[src/rtl/jtag_scan_sequencer_if.sv]
// Command/response handshake between the host/debug logic and jtag_scan_sequencer.
// The host uses the master modport; the sequencer uses the slave modport.
interface jtag_scan_sequencer_if #(
   parameter int unsigned MAX_LEN = 32,
   parameter int unsigned LEN_W   = $clog2(MAX_LEN + 1)
);
   logic               cmd_valid;
   logic               cmd_ready;
   logic               cmd_is_ir;
   logic [LEN_W-1:0]   cmd_len;
   logic [MAX_LEN-1:0] cmd_data;
   logic               cmd_tlr;
   logic               rsp_valid;
   logic [MAX_LEN-1:0] rsp_data;

   modport master (
      output cmd_valid, cmd_is_ir, cmd_len, cmd_data, cmd_tlr,
      input  cmd_ready, rsp_valid, rsp_data
   );

   modport slave (
      input  cmd_valid, cmd_is_ir, cmd_len, cmd_data, cmd_tlr,
      output cmd_ready, rsp_valid, rsp_data
   );
endinterface

[src/rtl/jtag_scan_sequencer.sv]
// Drives TMS/TDI into a lockstep JTAG TAP for one IR or DR scan per command, shifting
// LSB first, and returns the captured TDO bits as a one-cycle response pulse.
module jtag_scan_sequencer #(
   parameter int unsigned MAX_LEN = 32,
   parameter int unsigned LEN_W   = $clog2(MAX_LEN + 1)
) (
   input  logic                        tclk_i,
   input  logic                        trst_i,
   jtag_scan_sequencer_if.slave        bus_io,
   output logic                        tms_o,
   output logic                        tdi_o,
   input  logic                        tdo_i,
   output logic                        busy_o,
   output logic [3:0]                  tap_state_o
);
   localparam int unsigned      IdxW    = (MAX_LEN > 1) ? $clog2(MAX_LEN) : 1;
   localparam logic [LEN_W-1:0] MaxLenL = LEN_W'(MAX_LEN);

   localparam logic [3:0] TapTlr   = 4'd0;
   localparam logic [3:0] TapRti   = 4'd1;
   localparam logic [3:0] TapSelDr = 4'd2;
   localparam logic [3:0] TapCapDr = 4'd3;
   localparam logic [3:0] TapShDr  = 4'd4;
   localparam logic [3:0] TapEx1Dr = 4'd5;
   localparam logic [3:0] TapUpdDr = 4'd8;
   localparam logic [3:0] TapSelIr = 4'd9;
   localparam logic [3:0] TapCapIr = 4'd10;
   localparam logic [3:0] TapShIr  = 4'd11;
   localparam logic [3:0] TapEx1Ir = 4'd12;
   localparam logic [3:0] TapUpdIr = 4'd15;

   typedef enum logic [3:0] {
      StRstSeq, StTlr, StIdle, StLaunch, StSelDr, StSelIr, StCapture, StShift, StExit1, StUpdate
   } state_e;

   state_e             state_q, state_d;
   logic [2:0]         cnt_q, cnt_d;
   logic [IdxW-1:0]    idx_q, idx_d;
   logic               is_ir_q, is_ir_d;
   logic [LEN_W-1:0]   len_q, len_d;
   logic [MAX_LEN-1:0] data_q, data_d;
   logic [MAX_LEN-1:0] rx_q, rx_d;
   logic               rsp_valid_q, rsp_valid_d;
   logic [MAX_LEN-1:0] rsp_data_q, rsp_data_d;

   logic [LEN_W-1:0]   cmd_len_eff;
   logic               last_bit;
   logic               tms, tdi, cmd_ready;
   logic [3:0]         tap_state;

   // Zero length behaves as one bit; oversize lengths saturate at MAX_LEN.
   always_comb begin
      if (bus_io.cmd_len == '0) begin
         cmd_len_eff = LEN_W'(1);
      end else if (bus_io.cmd_len > MaxLenL) begin
         cmd_len_eff = MaxLenL;
      end else begin
         cmd_len_eff = bus_io.cmd_len;
      end
   end

   assign last_bit = (LEN_W'(idx_q) == (len_q - LEN_W'(1)));

   always_comb begin
      state_d     = state_q;
      cnt_d       = cnt_q;
      idx_d       = idx_q;
      is_ir_d     = is_ir_q;
      len_d       = len_q;
      data_d      = data_q;
      rx_d        = rx_q;
      rsp_valid_d = 1'b0;
      rsp_data_d  = rsp_data_q;
      tms         = 1'b0;
      tdi         = 1'b0;
      cmd_ready   = 1'b0;
      tap_state   = TapTlr;
      unique case (state_q)
         StRstSeq: begin
            tms = 1'b1;
            if (cnt_q == 3'd4) begin
               state_d = StTlr;
               cnt_d   = '0;
            end else begin
               cnt_d = cnt_q + 3'd1;
            end
         end
         StTlr: state_d = StIdle;
         StIdle: begin
            tap_state = TapRti;
            // A pending reset request holds off the handshake so the command stays queued.
            cmd_ready = !bus_io.cmd_tlr;
            if (bus_io.cmd_tlr) begin
               state_d = StRstSeq;
               cnt_d   = '0;
            end else if (bus_io.cmd_valid) begin
               is_ir_d = bus_io.cmd_is_ir;
               len_d   = cmd_len_eff;
               data_d  = bus_io.cmd_data;
               rx_d    = '0;
               state_d = StLaunch;
            end
         end
         StLaunch: begin
            tms       = 1'b1;
            tap_state = TapRti;
            state_d   = StSelDr;
         end
         StSelDr: begin
            tms       = is_ir_q;
            tap_state = TapSelDr;
            state_d   = is_ir_q ? StSelIr : StCapture;
         end
         StSelIr: begin
            tap_state = TapSelIr;
            state_d   = StCapture;
         end
         StCapture: begin
            tap_state = is_ir_q ? TapCapIr : TapCapDr;
            idx_d     = '0;
            state_d   = StShift;
         end
         StShift: begin
            tap_state  = is_ir_q ? TapShIr : TapShDr;
            tms        = last_bit;
            tdi        = data_q[idx_q];
            rx_d[idx_q] = tdo_i;
            if (last_bit) begin
               state_d = StExit1;
            end else begin
               idx_d = idx_q + IdxW'(1);
            end
         end
         StExit1: begin
            tms       = 1'b1;
            tap_state = is_ir_q ? TapEx1Ir : TapEx1Dr;
            state_d   = StUpdate;
         end
         StUpdate: begin
            tap_state   = is_ir_q ? TapUpdIr : TapUpdDr;
            rsp_valid_d = 1'b1;
            rsp_data_d  = rx_q;
            state_d     = StIdle;
         end
         default: state_d = StRstSeq;
      endcase
   end

   always_ff @(posedge tclk_i or posedge trst_i) begin
      if (trst_i) begin
         state_q     <= StRstSeq;
         cnt_q       <= '0;
         idx_q       <= '0;
         is_ir_q     <= 1'b0;
         len_q       <= LEN_W'(1);
         data_q      <= '0;
         rx_q        <= '0;
         rsp_valid_q <= 1'b0;
         rsp_data_q  <= '0;
      end else begin
         state_q     <= state_d;
         cnt_q       <= cnt_d;
         idx_q       <= idx_d;
         is_ir_q     <= is_ir_d;
         len_q       <= len_d;
         data_q      <= data_d;
         rx_q        <= rx_d;
         rsp_valid_q <= rsp_valid_d;
         rsp_data_q  <= rsp_data_d;
      end
   end

   assign tms_o            = tms;
   assign tdi_o            = tdi;
   assign tap_state_o      = tap_state;
   assign busy_o           = (state_q != StIdle);
   assign bus_io.cmd_ready = cmd_ready;
   assign bus_io.rsp_valid = rsp_valid_q;
   assign bus_io.rsp_data  = rsp_data_q;
endmodule

[src/flat_wrapper.sv]
// flat-port wrapper written by rule: the top's interface ports become plain ports
module jtag_scan_sequencer_flat 
#(
   parameter int unsigned MAX_LEN = 32,
   parameter int unsigned LEN_W   = $clog2(MAX_LEN + 1)
)
  (tclk_i, trst_i, tms_o, tdi_o, tdo_i, busy_o, tap_state_o, bus_io_cmd_valid, bus_io_cmd_is_ir, bus_io_cmd_len, bus_io_cmd_data, bus_io_cmd_tlr, bus_io_cmd_ready, bus_io_rsp_valid, bus_io_rsp_data);
  jtag_scan_sequencer_if #(.MAX_LEN(MAX_LEN), .LEN_W(LEN_W)) bus_io_i ();
  input  logic tclk_i;
  input  logic trst_i;
  output logic tms_o;
  output logic tdi_o;
  input  logic tdo_i;
  output logic busy_o;
  output logic [3:0] tap_state_o;
  input wire logic [$bits(bus_io_i.cmd_valid)-1:0] bus_io_cmd_valid;
  input wire logic [$bits(bus_io_i.cmd_is_ir)-1:0] bus_io_cmd_is_ir;
  input wire logic [$bits(bus_io_i.cmd_len)-1:0] bus_io_cmd_len;
  input wire logic [$bits(bus_io_i.cmd_data)-1:0] bus_io_cmd_data;
  input wire logic [$bits(bus_io_i.cmd_tlr)-1:0] bus_io_cmd_tlr;
  output wire logic [$bits(bus_io_i.cmd_ready)-1:0] bus_io_cmd_ready;
  output wire logic [$bits(bus_io_i.rsp_valid)-1:0] bus_io_rsp_valid;
  output wire logic [$bits(bus_io_i.rsp_data)-1:0] bus_io_rsp_data;
  assign bus_io_i.cmd_valid = bus_io_cmd_valid;
  assign bus_io_i.cmd_is_ir = bus_io_cmd_is_ir;
  assign bus_io_i.cmd_len = bus_io_cmd_len;
  assign bus_io_i.cmd_data = bus_io_cmd_data;
  assign bus_io_i.cmd_tlr = bus_io_cmd_tlr;
  assign bus_io_cmd_ready = bus_io_i.cmd_ready;
  assign bus_io_rsp_valid = bus_io_i.rsp_valid;
  assign bus_io_rsp_data = bus_io_i.rsp_data;
  jtag_scan_sequencer #(.MAX_LEN(MAX_LEN), .LEN_W(LEN_W)) u_core (.tclk_i(tclk_i), .trst_i(trst_i), .bus_io(bus_io_i), .tms_o(tms_o), .tdi_o(tdi_o), .tdo_i(tdo_i), .busy_o(busy_o), .tap_state_o(tap_state_o));
endmodule
[config.mk]
export PLATFORM = sky130hd
export DESIGN_NAME = jtag_scan_sequencer_flat
export DESIGN_NICKNAME = d
export VERILOG_FILES = /design/src/rtl/jtag_scan_sequencer_if.sv /design/src/rtl/jtag_scan_sequencer.sv /design/src/flat_wrapper.sv
export SDC_FILE = /design/constraint.sdc
export NUM_CORES = 1
export LEC_CHECK = 0
export BUFFER_PORTS_ARGS = -buffer_cell sky130_fd_sc_hd__buf_4
export CAP_MARGIN = 20
export CORE_ASPECT_RATIO = 1.1
export CORE_MARGIN = 10
export CORE_UTILIZATION = 60
export CTS_CLUSTER_SIZE = 16
export DETAILED_ROUTE_END_ITERATION = 10
export GPL_TIMING_DRIVEN = 0
export HOLD_SLACK_MARGIN = 0.03
export PLACE_DENSITY_LB_ADDON = 0.05
export SYNTH_ARGS = -nofsm -noshare
export SYNTH_HDL_FRONTEND = slang
export SYNTH_SLANG_ARGS = --single-unit
[constraint.sdc]
create_clock -name tclk_i -period 6.2 [get_ports tclk_i]
set_input_delay 0.31 -clock tclk_i [delete_from_list [all_inputs] [get_ports tclk_i]]
set_output_delay 0.31 -clock tclk_i [all_outputs]
set_load 0.05 [all_outputs]
==> impl_metrics.ini <==
[logic_synthesis]
synth_top_cell_area_share_pct = 51.8
syn_inst = 510
synth-seq-area-share_pct = 52.3
synth_mux_area_share_pct = 17.1
synthSimpleGateAreaFrac_pct = 10.3
syn_area_mm2 = 0.00556
yosys_warnings = 0
syn-num-nets = 561
synth_top_family_by_area = multiplexers
synth.most_common_cell = dfrtp_1
synth_compound_area_share_pct = 14.3
synthAdderAreaFrac_pct = 1.58
synthXorXnorAreaFrac_pct = 1.10
ys_ff_latch = 116
netlist_top_cells_count = dfrtp_1 (115), o21ai_0 (74), mux2_2 (66)
synth_top_flop_cell = dfrtp_1
yosysTopAreaCell = dfrtp_1
synthTopCellsByArea = dfrtp_1 (52%), mux2_2 (13%), o21ai_0 (6.7%)
async_flop_share_pct = 100
avgSynthCellArea_um2 = 10.9
synth_cell_type_count = 50
synth-edff-count = 0

[setup_path]
worstSetupPathType = flip-flop to output pin
critPathMaxFanout = 10
r2r_start = u_core.idx_q[1]
required_ns = 5.89
crit_path_start = u_core.idx_q[2]
startpoint_type = flip-flop
crit_path_end_kind = output pin
cp.arrival_ns = 2.85

[global_route]
grt_usage_pct = 22.2
grt-ovfl-total = 0
grt_pass1_vias = 4661
antenna_found_initial = 0
grt_max_degree = 77
grt_pass1_wl_um = 24500

[drt]
routed_wirelength_um = 15100
drt-initial-drc-count = 334
route.detailed.drc = 0
wire_per_inst_um = 19.6
ant_nets = 0
viasPerCell = 5.99
via_count = 4609
firstDrtPassIters = 5

[cells_and_area]
drive_gt1_share_pct = 32.5
antennaDiodeCount = 0
final_nets = 694
final_util_pct = 81.4
area_growth_pct = 31.3
fillers = 521
finish.instance_area_mm2 = 0.00730
fin_cells = 770

[die]
die_h_um = 121
io_pins = 85
core-area_mm2 = 0.00896
die_area_mm2 = 0.0135
die_x_um = 112
start_util_pct = 62.0
rows = 36

[sta]
slew_violations = 0
skew_ns = 0.00584
grt_setup_unrepaired = no
setup_viol = 0
hold_viol_final = 0
fin_setup_tns_ns = 0
period_needed_ns = 3.16
max_freq_mhz = 316
worst_slew_pin_slew_ns = 0.520
relSlewSlack_pct = 65.3
fin_crit_sh_pct = 51.0

[outcome]
status = finished clean

[cts]
clkSinkCount = 116
htree_levels = 4
numCtsBuffers = 17
clk_pin_slew_ns = 0.06
clk_latency_ns = 0.52
clock-root-buffer = clkbuf_8
cts_buffer_depth = 2
cts_tree = built

[pwr]
leakage_nw = 3.52
power.density_mw_per_mm2 = 263
ir_worst_vdd_v = 0.000210

[place]
dpl.hpwl_um = 9680
dpl.cell_count = 709
gp_congestion = 0.872
placed_area_mm2 = 0.00636
io_buffers = 84

[worst_hold_path]
hp-start = bus_io_cmd_data[25]
hold_class = primary input to flip-flop

[run]
max_cap_viol_count = 0
[layout by cell type (no fill, tap or decap), types with 8 or more instances in the layout]
master / netlist / layout
nand2b_1: 8 / 8
nor2_1: 22 / 22
buf_2: 12 / 12
mux2_2: 66 / 66
nand2_1: 28 / 28
buf_4: 0 / 84
clkbuf_16: 0 / 16
clkbuf_1: 22 / 22
mux2i_1: 19 / 19
nand3_1: 13 / 13
inv_1: 12 / 11
a21oi_1: 36 / 36
dlygate4sd3_1: 0 / 28
o21ai_0: 74 / 74
dfrtp_1: 115 / 115
[metal layers]
layer / GRT usage (%) / part of all wire [%]
met2: 39.2 / 51
met5: 0 / 0
met4: 8.44 / 2.4
met3: 6.43 / 7.3
met1: 24.8 / 39
[area by class of cell]
| type | count | area [um^2] | area share (%) |
|---|---|---|---|
| flip-flops and latches | 116 | 2900 | 39.8 |
| clock inverters | 14 | 224 | 3.07 |
| repair buffers | 114 | 943 | 12.9 |
| inverters | 12 | 47.5 | 0.651 |
| clock buffers | 18 | 428 | 5.86 |
| plain buffers | 34 | 143 | 1.95 |
| multi-input cells | 348 | 2470 | 33.8 |
| well taps | 114 | 143 | 1.95 |
[cell families after synthesis]
kind of cell | Yosys count
muxes | 86
and+or+nand+nor | 108
xor gates and xnor gates | 7
adders and majority gates | 7
AOI/OAI and AO/OA | 140
buffers and inverters | 46
DFF | 116
[sequential cells by signal (all words and copies together) (netlist names)]
| register | cells |
|---|---|
| u_core.rx_q | 32 |
| u_core.idx_q | 5 |
| u_core.len_q | 6 |
| u_core.bus_io.rsp_valid | 1 |
| u_core.state_q | 4 |
| u_core.bus_io.rsp_data | 32 |
| u_core.cnt_q | 3 |
| u_core.data_q | 32 |
| u_core.is_ir_q | 1 |
[metrics by stage]
stage | setup WS, ns | total power, mW | hold WS [ns]
floorplan | 2.82 | 0.805 | 0.373
CTS | 3.11 | 1.92 | 0.0308
global route | 2.92 | 1.97 | 0.0324
detailed placement | 3.67 | 0.840 | 0.387
finish | 3.04 | 1.92 | 0.0304
global placement | 1.66 | 0.835 | 0.464
[repair_timing]
item,4_1_cts,5_1_grt
resized for setup,0,0
setup buffers,0,0
endpoints found under the hold margin,66,0
hold buffers,28,0
[worst max-delay path: stages (launching register included)]
cell	delay, ns
dfrtp_1	0.37
clkbuf_1	0.19
inv_1	0.20
clkbuf_1	0.42
nand2_1	0.25
o221ai_1	0.25
o31ai_1	0.16
a31oi_1	0.24
buf_4	0.24
[final timing paths]
path,end,slack [ns],depth (start not counted)
min in group asynchronous,u_core.data_q[12],0.42,3
worst max-delay path,tdi_o,3.04,8
max in group asynchronous,u_core.bus_io.rsp_data[0],5.03,4
worst max register to register,u_core.rx_q[21],3.83,7
worst min-delay path,u_core.data_q[25],0.03,2
worst min register to register,u_core.cnt_q[2],0.49,1
[report_power, final]
group	switching, mW	total, mW	internal (mW)
Combinational	0.0305	0.0663	0.0358
Clock	0.371	1.08	0.709
Sequential	0.00694	0.775	0.768
No activity file was read; power rests on OpenSTA's default activity.
